File: src/rtl/imem_port_arbiter_if.sv
// Bundle of the fetch, loader and RAM-side signals around the instruction-memory port arbiter.
// The slave modport is the arbiter; the master modport is the surrounding CPU/loader/RAM environment.
interface imem_port_arbiter_if;
    logic        fetch_req_i;
    logic [31:0] fetch_addr_i;
    logic        fetch_gnt_o;
    logic [31:0] fetch_instr_o;
    logic        fetch_vld_o;

    logic        load_req_i;
    logic [31:0] load_addr_i;
    logic [31:0] load_data_i;
    logic        load_gnt_o;

    logic [31:0] addr_imem_ram_o;
    logic [31:0] wr_instr_imem_ram_o;
    logic        wr_en_imem_ram_o;
    logic [31:0] read_instr_imem_ram_i;

    modport slave (
        input  fetch_req_i, fetch_addr_i, load_req_i, load_addr_i, load_data_i,
        input  read_instr_imem_ram_i,
        output fetch_gnt_o, fetch_instr_o, fetch_vld_o, load_gnt_o,
        output addr_imem_ram_o, wr_instr_imem_ram_o, wr_en_imem_ram_o
    );

    modport master (
        output fetch_req_i, fetch_addr_i, load_req_i, load_addr_i, load_data_i,
        output read_instr_imem_ram_i,
        input  fetch_gnt_o, fetch_instr_o, fetch_vld_o, load_gnt_o,
        input  addr_imem_ram_o, wr_instr_imem_ram_o, wr_en_imem_ram_o
    );
endinterface

File: src/rtl/imem_port_arbiter.sv
// Single-port instruction RAM arbiter between CPU fetch and program loader; grants are
// combinational, fetch data returns one cycle later, loader bursts are capped while a fetch waits.
module imem_port_arbiter #(
    parameter int MAX_LOAD_BURST = 4
) (
    input  logic              clk,
    input  logic              reset,
    imem_port_arbiter_if.slave bus
);
    localparam int CNT_W = $clog2(MAX_LOAD_BURST + 1);
    localparam logic [CNT_W-1:0] BURST_MAX = CNT_W'(MAX_LOAD_BURST);

    localparam logic [1:0] ST_IDLE  = 2'd0;
    localparam logic [1:0] ST_FETCH = 2'd1;
    localparam logic [1:0] ST_LOAD  = 2'd2;

    logic [1:0]       state_q, state_d;
    logic [CNT_W-1:0] burst_q, burst_d;
    logic [31:0]      instr_q, instr_d;
    logic             load_win;
    logic             fetch_gnt;
    logic             load_gnt;

    // Loader wins unless a fetch is waiting and the burst allowance is used up.
    always_comb begin
        load_win  = bus.load_req_i && (!bus.fetch_req_i || (burst_q < BURST_MAX));
        load_gnt  = !reset && load_win;
        fetch_gnt = !reset && bus.fetch_req_i && !load_win;
    end

    always_comb begin
        bus.addr_imem_ram_o     = 32'h0;
        bus.wr_instr_imem_ram_o = 32'h0;
        bus.wr_en_imem_ram_o    = 1'b0;
        if (load_gnt) begin
            bus.addr_imem_ram_o     = bus.load_addr_i & ~32'h3;
            bus.wr_instr_imem_ram_o = bus.load_data_i;
            bus.wr_en_imem_ram_o    = 1'b1;
        end else if (fetch_gnt) begin
            bus.addr_imem_ram_o     = bus.fetch_addr_i & ~32'h3;
        end
    end

    always_comb begin
        state_d = ST_IDLE;
        if (fetch_gnt) begin
            state_d = ST_FETCH;
        end else if (load_gnt) begin
            state_d = ST_LOAD;
        end

        burst_d = burst_q;
        if (!bus.load_req_i || fetch_gnt) begin
            burst_d = '0;
        end else if (load_gnt && bus.fetch_req_i && (burst_q < BURST_MAX)) begin
            burst_d = burst_q + 1'b1;
        end

        instr_d = fetch_gnt ? bus.read_instr_imem_ram_i : instr_q;
    end

    always_ff @(posedge clk or posedge reset) begin
        if (reset) begin
            state_q <= ST_IDLE;
            burst_q <= '0;
            instr_q <= 32'h0;
        end else begin
            state_q <= state_d;
            burst_q <= burst_d;
            instr_q <= instr_d;
        end
    end

    assign bus.fetch_gnt_o   = fetch_gnt;
    assign bus.load_gnt_o    = load_gnt;
    assign bus.fetch_instr_o = instr_q;
    // A fetch granted last cycle is exactly what the FETCH state records.
    assign bus.fetch_vld_o   = (state_q == ST_FETCH);
endmodule

File: src/flat_wrapper.sv
// flat-port wrapper written by rule: the top's interface ports become plain ports
module imem_port_arbiter_flat 
#(
    parameter int MAX_LOAD_BURST = 4
)
  (clk, reset, bus_fetch_req_i, bus_fetch_addr_i, bus_load_req_i, bus_load_addr_i, bus_load_data_i, bus_read_instr_imem_ram_i, bus_fetch_gnt_o, bus_fetch_instr_o, bus_fetch_vld_o, bus_load_gnt_o, bus_addr_imem_ram_o, bus_wr_instr_imem_ram_o, bus_wr_en_imem_ram_o);
  imem_port_arbiter_if bus_i ();
  input  logic clk;
  input  logic reset;
  input wire logic [$bits(bus_i.fetch_req_i)-1:0] bus_fetch_req_i;
  input wire logic [$bits(bus_i.fetch_addr_i)-1:0] bus_fetch_addr_i;
  input wire logic [$bits(bus_i.load_req_i)-1:0] bus_load_req_i;
  input wire logic [$bits(bus_i.load_addr_i)-1:0] bus_load_addr_i;
  input wire logic [$bits(bus_i.load_data_i)-1:0] bus_load_data_i;
  input wire logic [$bits(bus_i.read_instr_imem_ram_i)-1:0] bus_read_instr_imem_ram_i;
  output wire logic [$bits(bus_i.fetch_gnt_o)-1:0] bus_fetch_gnt_o;
  output wire logic [$bits(bus_i.fetch_instr_o)-1:0] bus_fetch_instr_o;
  output wire logic [$bits(bus_i.fetch_vld_o)-1:0] bus_fetch_vld_o;
  output wire logic [$bits(bus_i.load_gnt_o)-1:0] bus_load_gnt_o;
  output wire logic [$bits(bus_i.addr_imem_ram_o)-1:0] bus_addr_imem_ram_o;
  output wire logic [$bits(bus_i.wr_instr_imem_ram_o)-1:0] bus_wr_instr_imem_ram_o;
  output wire logic [$bits(bus_i.wr_en_imem_ram_o)-1:0] bus_wr_en_imem_ram_o;
  assign bus_i.fetch_req_i = bus_fetch_req_i;
  assign bus_i.fetch_addr_i = bus_fetch_addr_i;
  assign bus_i.load_req_i = bus_load_req_i;
  assign bus_i.load_addr_i = bus_load_addr_i;
  assign bus_i.load_data_i = bus_load_data_i;
  assign bus_i.read_instr_imem_ram_i = bus_read_instr_imem_ram_i;
  assign bus_fetch_gnt_o = bus_i.fetch_gnt_o;
  assign bus_fetch_instr_o = bus_i.fetch_instr_o;
  assign bus_fetch_vld_o = bus_i.fetch_vld_o;
  assign bus_load_gnt_o = bus_i.load_gnt_o;
  assign bus_addr_imem_ram_o = bus_i.addr_imem_ram_o;
  assign bus_wr_instr_imem_ram_o = bus_i.wr_instr_imem_ram_o;
  assign bus_wr_en_imem_ram_o = bus_i.wr_en_imem_ram_o;
  imem_port_arbiter #(.MAX_LOAD_BURST(MAX_LOAD_BURST)) u_core (.clk(clk), .reset(reset), .bus(bus_i));
endmodule
File: config.mk
export PLATFORM = sky130hd
export DESIGN_NAME = imem_port_arbiter_flat
export DESIGN_NICKNAME = d
export VERILOG_FILES = /design/src/rtl/imem_port_arbiter_if.sv /design/src/rtl/imem_port_arbiter.sv /design/src/flat_wrapper.sv
export SDC_FILE = /design/constraint.sdc
export NUM_CORES = 1
export LEC_CHECK = 0
export CAP_MARGIN = 15
export CORE_AREA = 2 2 91 93
export DETAILED_ROUTE_END_ITERATION = 8
export DIE_AREA = 0 0 93 95
export HOLD_SLACK_MARGIN = 0.1
export PLACE_DENSITY = 0.8
export SLEW_MARGIN = 20
export SYNTH_ARGS = -nofsm -noshare
export SYNTH_HDL_FRONTEND = slang
export SYNTH_SLANG_ARGS = --single-unit
export TNS_END_PERCENT = 100
File: constraint.sdc
create_clock -name clk -period 8.2 [get_ports clk]
set_input_delay 1.64 -clock clk [delete_from_list [all_inputs] [get_ports clk]]
set_output_delay 1.64 -clock clk [all_outputs]
set_load 0.02 [all_outputs]
* After elaboration in Yosys (flattened, before gate mapping)
Cells that the tools add are included.
** Storage, ports and cells
- Bits in registers :: 37
- Input bits :: 132
- Output and inout bits :: 100
- Logic and storage cells :: 27
** Operators by class
- Add/subtract/negate cells :: 1
- Order comparisons :: 1
- Eq/ne operators :: 1
- Muxes and demuxes :: 8
- Reduce and logical (&&, ||, !) cells :: 13
** Operator list (number)
- $mux 32 :: 3
- $logic_and 1x1->1 :: 6
- $mux 3 :: 2
- $logic_not 1->1 :: 4
- $mux 2 :: 2
- $add 3x1->3 const B :: 1
- $lt 3x3->1 const B :: 1
- $eq 2x1->1 const B :: 1
- $logic_or 1x1->1 :: 2
- $reduce_bool 2->1 :: 1
- $mux 1 :: 1

* Logic depth before layout (Yosys ltp)
- Depth after elaboration :: 8
- Gate-level depth with buffers :: 5

* Least setup slack after synthesis
OpenSTA, ideal clock, no wires.
- Path kind :: input to output
- Start point :: in reset
- End point :: out bus_wr_en_imem_ram_o
- Data arrival time :: 3579 ps
- Required time :: 6560 ps
- Path slack :: 2981 ps
- Stages :: 4
- Cells stage by stage :: inv_1 clkbuf_1 and2_1 buf_4
** On the way
- Longest elaborated chain between the ends :: 3
** Ends and longest elaborated chain
- from (decl) :: line flat_wrapper.sv:9 : input logic reset;
- $logic_not 1->1 :: line imem_port_arbiter.sv:27 : load_gnt = !reset && load_win;
- $logic_and 1x1->1 :: line imem_port_arbiter.sv:27
- net bus_load_gnt_o :: line flat_wrapper.sv:19 : output wire logic [$bits(bus_i.load_gnt_o)-1:0] bus_load_gnt_o;
- $mux 1 :: line imem_port_arbiter.sv:35 : if (load_gnt) begin
- to (decl) :: line flat_wrapper.sv:22 : output wire logic [$bits(bus_i.wr_en_imem_ram_o)-1:0] bus_wr_en_imem_ram_o;
The timed path passes the listed nets, and every way through them passes these cells.

* Worst setup path in the final report
- Start point :: in bus_fetch_req_i
- End point :: out bus_addr_imem_ram_o[7]
** On the way
- Longest elaborated chain between the ends :: 7
** Ends and longest elaborated chain
- from (decl) :: line flat_wrapper.sv:10 : input wire logic [$bits(bus_i.fetch_req_i)-1:0] bus_fetch_req_i;
- $logic_not 1->1 :: line imem_port_arbiter.sv:26 : load_win = bus.load_req_i && (!bus.fetch_req_i || (burst_q < BURST_MAX));
- $logic_or 1x1->1 :: line imem_port_arbiter.sv:26
- $logic_and 1x1->1 :: line imem_port_arbiter.sv:26
- $logic_not 1->1 :: line imem_port_arbiter.sv:28 : fetch_gnt = !reset && bus.fetch_req_i && !load_win;
- $logic_and 1x1->1 :: line imem_port_arbiter.sv:28
- $mux 32 :: line imem_port_arbiter.sv:39 : end else if (fetch_gnt) begin
- $mux 32 (*) :: line imem_port_arbiter.sv:35
- to (decl) :: line flat_wrapper.sv:20 : output wire logic [$bits(bus_i.addr_imem_ram_o)-1:0] bus_addr_imem_ram_o;
Every way passes the cells marked *; elsewhere a longest branch is shown, timed or not.

==> impl_metrics.tcl <==
set metrics [dict create \
    run_status "finished, final reports clean" \
    yosysSeqAreaShare 0.413 \
    cts_made_buffers 5 \
    core_box_area_um2 7930 \
    drt_first_pass_iters 5 \
    finalWeightedCongestion 0.736 \
    worst-endpoint-required_ns 6.56 \
    setup_viol 0 \
    power_density_nw_per_um2 141 \
    clk_pin_slew_ns 0.07 \
    worstPathArrival_ns 4.11 \
    first_iter_violations 91 \
    globalRoute.totalOverflow 0 \
    synth_fa_ha_area_frac 0.00558 \
    nets 553 \
    final_layout_worst_hold_slack_ns 0.509 \
    share_of_the_synthesized_netlist_area_taken_by_xor_and_xnor_gates 0 \
    power.total_mw 0.652 \
    worst_path_max_delay_cell "sky130_fd_sc_hd__clkdlybuf4s50_1" \
    groute.usage.overall 0.171 \
    synth.largest_area_cell "sky130_fd_sc_hd__dfrtp_1" \
    irDropWorstVdd_mv 0.0672 \
    r2r.worst_path.cells 4 \
    layout-drive-gt1-share 0.116 \
    timing.critical_path.cells "clkdlybuf4s50_1 -> buf_4 -> a21boi_4 -> buf_4 -> a32oi_1 -> nor2_1 -> clkdlybuf4s50_1" \
    cts.hold.buffers_added 0 \
    synth.area.mux_share 0.209 \
    min_delay_worst_endpoint "u_core.bus.fetch_instr_o[23]$_DFFE_PP0N_" \
    synth-compound-area-share 0.132 \
    post-route-period-util 0.702 \
    avgRoutedWirePerCell_um 15.4 \
    timing.critical_path.fanout_max 38 \
    maxSlewHeadroom 0.588 \
    via_count_of_the_first_global_routing_pass 2451 \
    netlist-cell-type-count 24 \
    total_i_o_pin_count 232 \
    timing.hold.worst_path_depth 1 \
    numPortBuffers 225 \
    path_type_of_the_worst_min_delay_path "flop to flop" \
    timing.final.hold_violations 0 \
    ff2ff_setup_slack_ns 6.09 \
    wl_final_mm 8.08 \
    worstReg2RegStart "u_core.burst_q[2]$_DFFE_PP0P_" \
    std_cell_rows 33 \
    clk_path_buf_depth 2 \
    dp_hpwl_mm 6.41 \
    timing.critical_path.max_delay_family "buffers and inverters" \
    cpPeakStageDelay_ns 0.65 \
    clk_root_buffer_cell "sky130_fd_sc_hd__clkbuf_8" \
    dp_cells 518 \
    viasPerCell 4.73 \
    yosysWarningCount 0 \
    drv_slew 0 \
    layout_commonest_cell "sky130_fd_sc_hd__clkdlybuf4s50_1" \
    tightestPinTransition_ns 0.618 \
    synth.area.top_cells "sky130_fd_sc_hd__dfrtp_1, sky130_fd_sc_hd__mux2_4, sky130_fd_sc_hd__a32oi_1, sky130_fd_sc_hd__and3_1, sky130_fd_sc_hd__nor2_1" \
    first_pass_grt_wire_length_mm 12.1 \
    layout.cell_area.non_filler_um2 4630 \
    clk-insertion-delay-late_ns 0.28 \
    die_x_extent_um 93 \
    achievable_clock_frequency_ghz 0.174 \
    max_cap_violations 0 \
    diode_insertion_count_for_antenna_repair 0 \
    mappedNetlistArea_um2 2240 \
    die_area_um2 8840 \
    average_instance_area_after_synthesis_um2 10.8 \
    critPathKind "input pin to output pin" \
    cts_setup_buffers 0 \
    critPathBufInv 4 \
    grt_setup_unrepaired "no" \
    layout_stage_area_growth_over_the_synthesis_result_pct 106 \
    placed_area_um2 4540 \
    period_needed_ns 5.75 \
    endpoint_class_of_the_critical_path "output pin" \
    cp-start-kind "input pin" \
    floorplan.initialDensity 0.283 \
    yosysTopAreaCellShare 0.413 \
    setup_tns_ns 0 \
    cts.sinks 37 \
    grt_max_degree 43 \
    remaining_drc_errors 0 \
    tritoncts "yes" \
    static-leakage-power_nw 2.00 \
    grt_antenna_before_repair 0 \
    synth-seq-cells 37 \
    postRouteAntennaNets 0 \
    vias_after_detailed_routing 2486 \
    post_cts_resize_count 0 \
    layout_common_cells "sky130_fd_sc_hd__clkdlybuf4s50_1, sky130_fd_sc_hd__dfrtp_1, sky130_fd_sc_hd__and3_1" \
    combinational_family_with_the_most_area_after_synthesis "multiplexers" \
    post_synth_inst_count 207 \
    launch_instance_of_the_worst_min_delay_path "u_core.bus.fetch_instr_o[23]$_DFFE_PP0N_" \
    timing.critical_path.from "bus_fetch_req_i" \
    worstReg2RegEnd "u_core.bus.fetch_instr_o[13]$_DFFE_PP0N_" \
    finish.cell_count_without_fillers 526 \
    dieHeight_um 95 \
    filler_cell_count 672 \
    htree_levels 2 \
    yosys.area_share.simple 0.174 \
    finClkSkew_ns 0.00653 \
]
-- logic make-up after synthesis --
family,after synthesis
compound gates,34
fa+ha+maj,1
buf+inv,27
flops,37
mux,32
other cells,1
simple gates,75
-- report_power, final --
| group | leakage, nW | internal, mW | switching (mW) |
|---|---|---|---|
| Clock | 0.0439 | 0.0586 | 0.0626 |
| Sequential | 0.446 | 0.213 | 0.0169 |
| Combinational | 1.51 | 0.178 | 0.123 |
| Total | 2.00 | 0.450 | 0.202 |
-- metrics by stage --
step	worst slack, ns	util
2_1_floorplan	2.98	-
3_3_place_gp	2.34	0.572
3_5_place_dp	2.28	0.572
4_1_cts	2.28	0.583
5_1_grt	2.23	0.584
6_report	2.45	0.584
-- cells in the mapped netlist --
master	count
sky130_fd_sc_hd__a32oi_1	30
sky130_fd_sc_hd__nand2b_1	2
sky130_fd_sc_hd__clkbuf_1	14
sky130_fd_sc_hd__and2_1	2
sky130_fd_sc_hd__conb_1	1
sky130_fd_sc_hd__nand3b_1	2
sky130_fd_sc_hd__dfrtp_1	37
sky130_fd_sc_hd__ha_1	1
sky130_fd_sc_hd__mux2_4	29
sky130_fd_sc_hd__a21boi_2	1
sky130_fd_sc_hd__nor2b_1	1
sky130_fd_sc_hd__mux2_2	3
sky130_fd_sc_hd__a21boi_0	3
sky130_fd_sc_hd__nand2_2	1
sky130_fd_sc_hd__and2b_1	1
sky130_fd_sc_hd__nor2_1	30
sky130_fd_sc_hd__inv_1	2
sky130_fd_sc_hd__buf_6	3
sky130_fd_sc_hd__buf_2	3
sky130_fd_sc_hd__buf_4	4
sky130_fd_sc_hd__clkbuf_2	1
sky130_fd_sc_hd__or3_1	1
sky130_fd_sc_hd__nand2_1	3
sky130_fd_sc_hd__and3_1	32
-- state kept, by name (all words and copies together) (netlist names) --
signal                    flops
u_core.bus.fetch_instr_o     32
u_core.state_q                2
u_core.burst_q                3
-- final cells by class --
cell class                      instances  area, um2  area share
Clock inverter                          3       17.5     0.00379
Inverter                                2       7.51     0.00162
Multi-Input combinational cell        144       1190       0.256
Timing Repair Buffer                  230       2290       0.495
Clock buffer                            5       68.8      0.0149
Sequential cell                        37        926       0.200
Tap cell                              105        131      0.0284
-- worst max path at each step --
stage          slack [ns]                endpoint  cells past startpoint
6_report             2.45  bus_addr_imem_ram_o[7]                      7
5_1_grt              2.23  bus_addr_imem_ram_o[7]                      7
4_1_cts              2.28         bus_fetch_gnt_o                      6
3_5_place_dp         2.28         bus_fetch_gnt_o                      6
3_3_place_gp         2.34         bus_fetch_gnt_o                      6
2_1_floorplan        2.98    bus_wr_en_imem_ram_o                      4
-- worst reg2reg max path, stage by stage (launching register included) --
cell and delay [ns]:
sky130_fd_sc_hd__dfrtp_1 0.45, sky130_fd_sc_hd__nand2b_2 0.50, sky130_fd_sc_hd__nand2_2 0.15, sky130_fd_sc_hd__buf_4 0.49
sky130_fd_sc_hd__mux2_2 0.41
-- per-layer routing --
layer	global-route usage	vias up	share of wire
met5	0	-	0
met1	0.196	1157	0.37
li1	-	1182	-
met3	0.0607	11	0.099
met4	0.0368	0	0.0095
met2	0.306	136	0.52
Power figures use the tool's default switching activity.
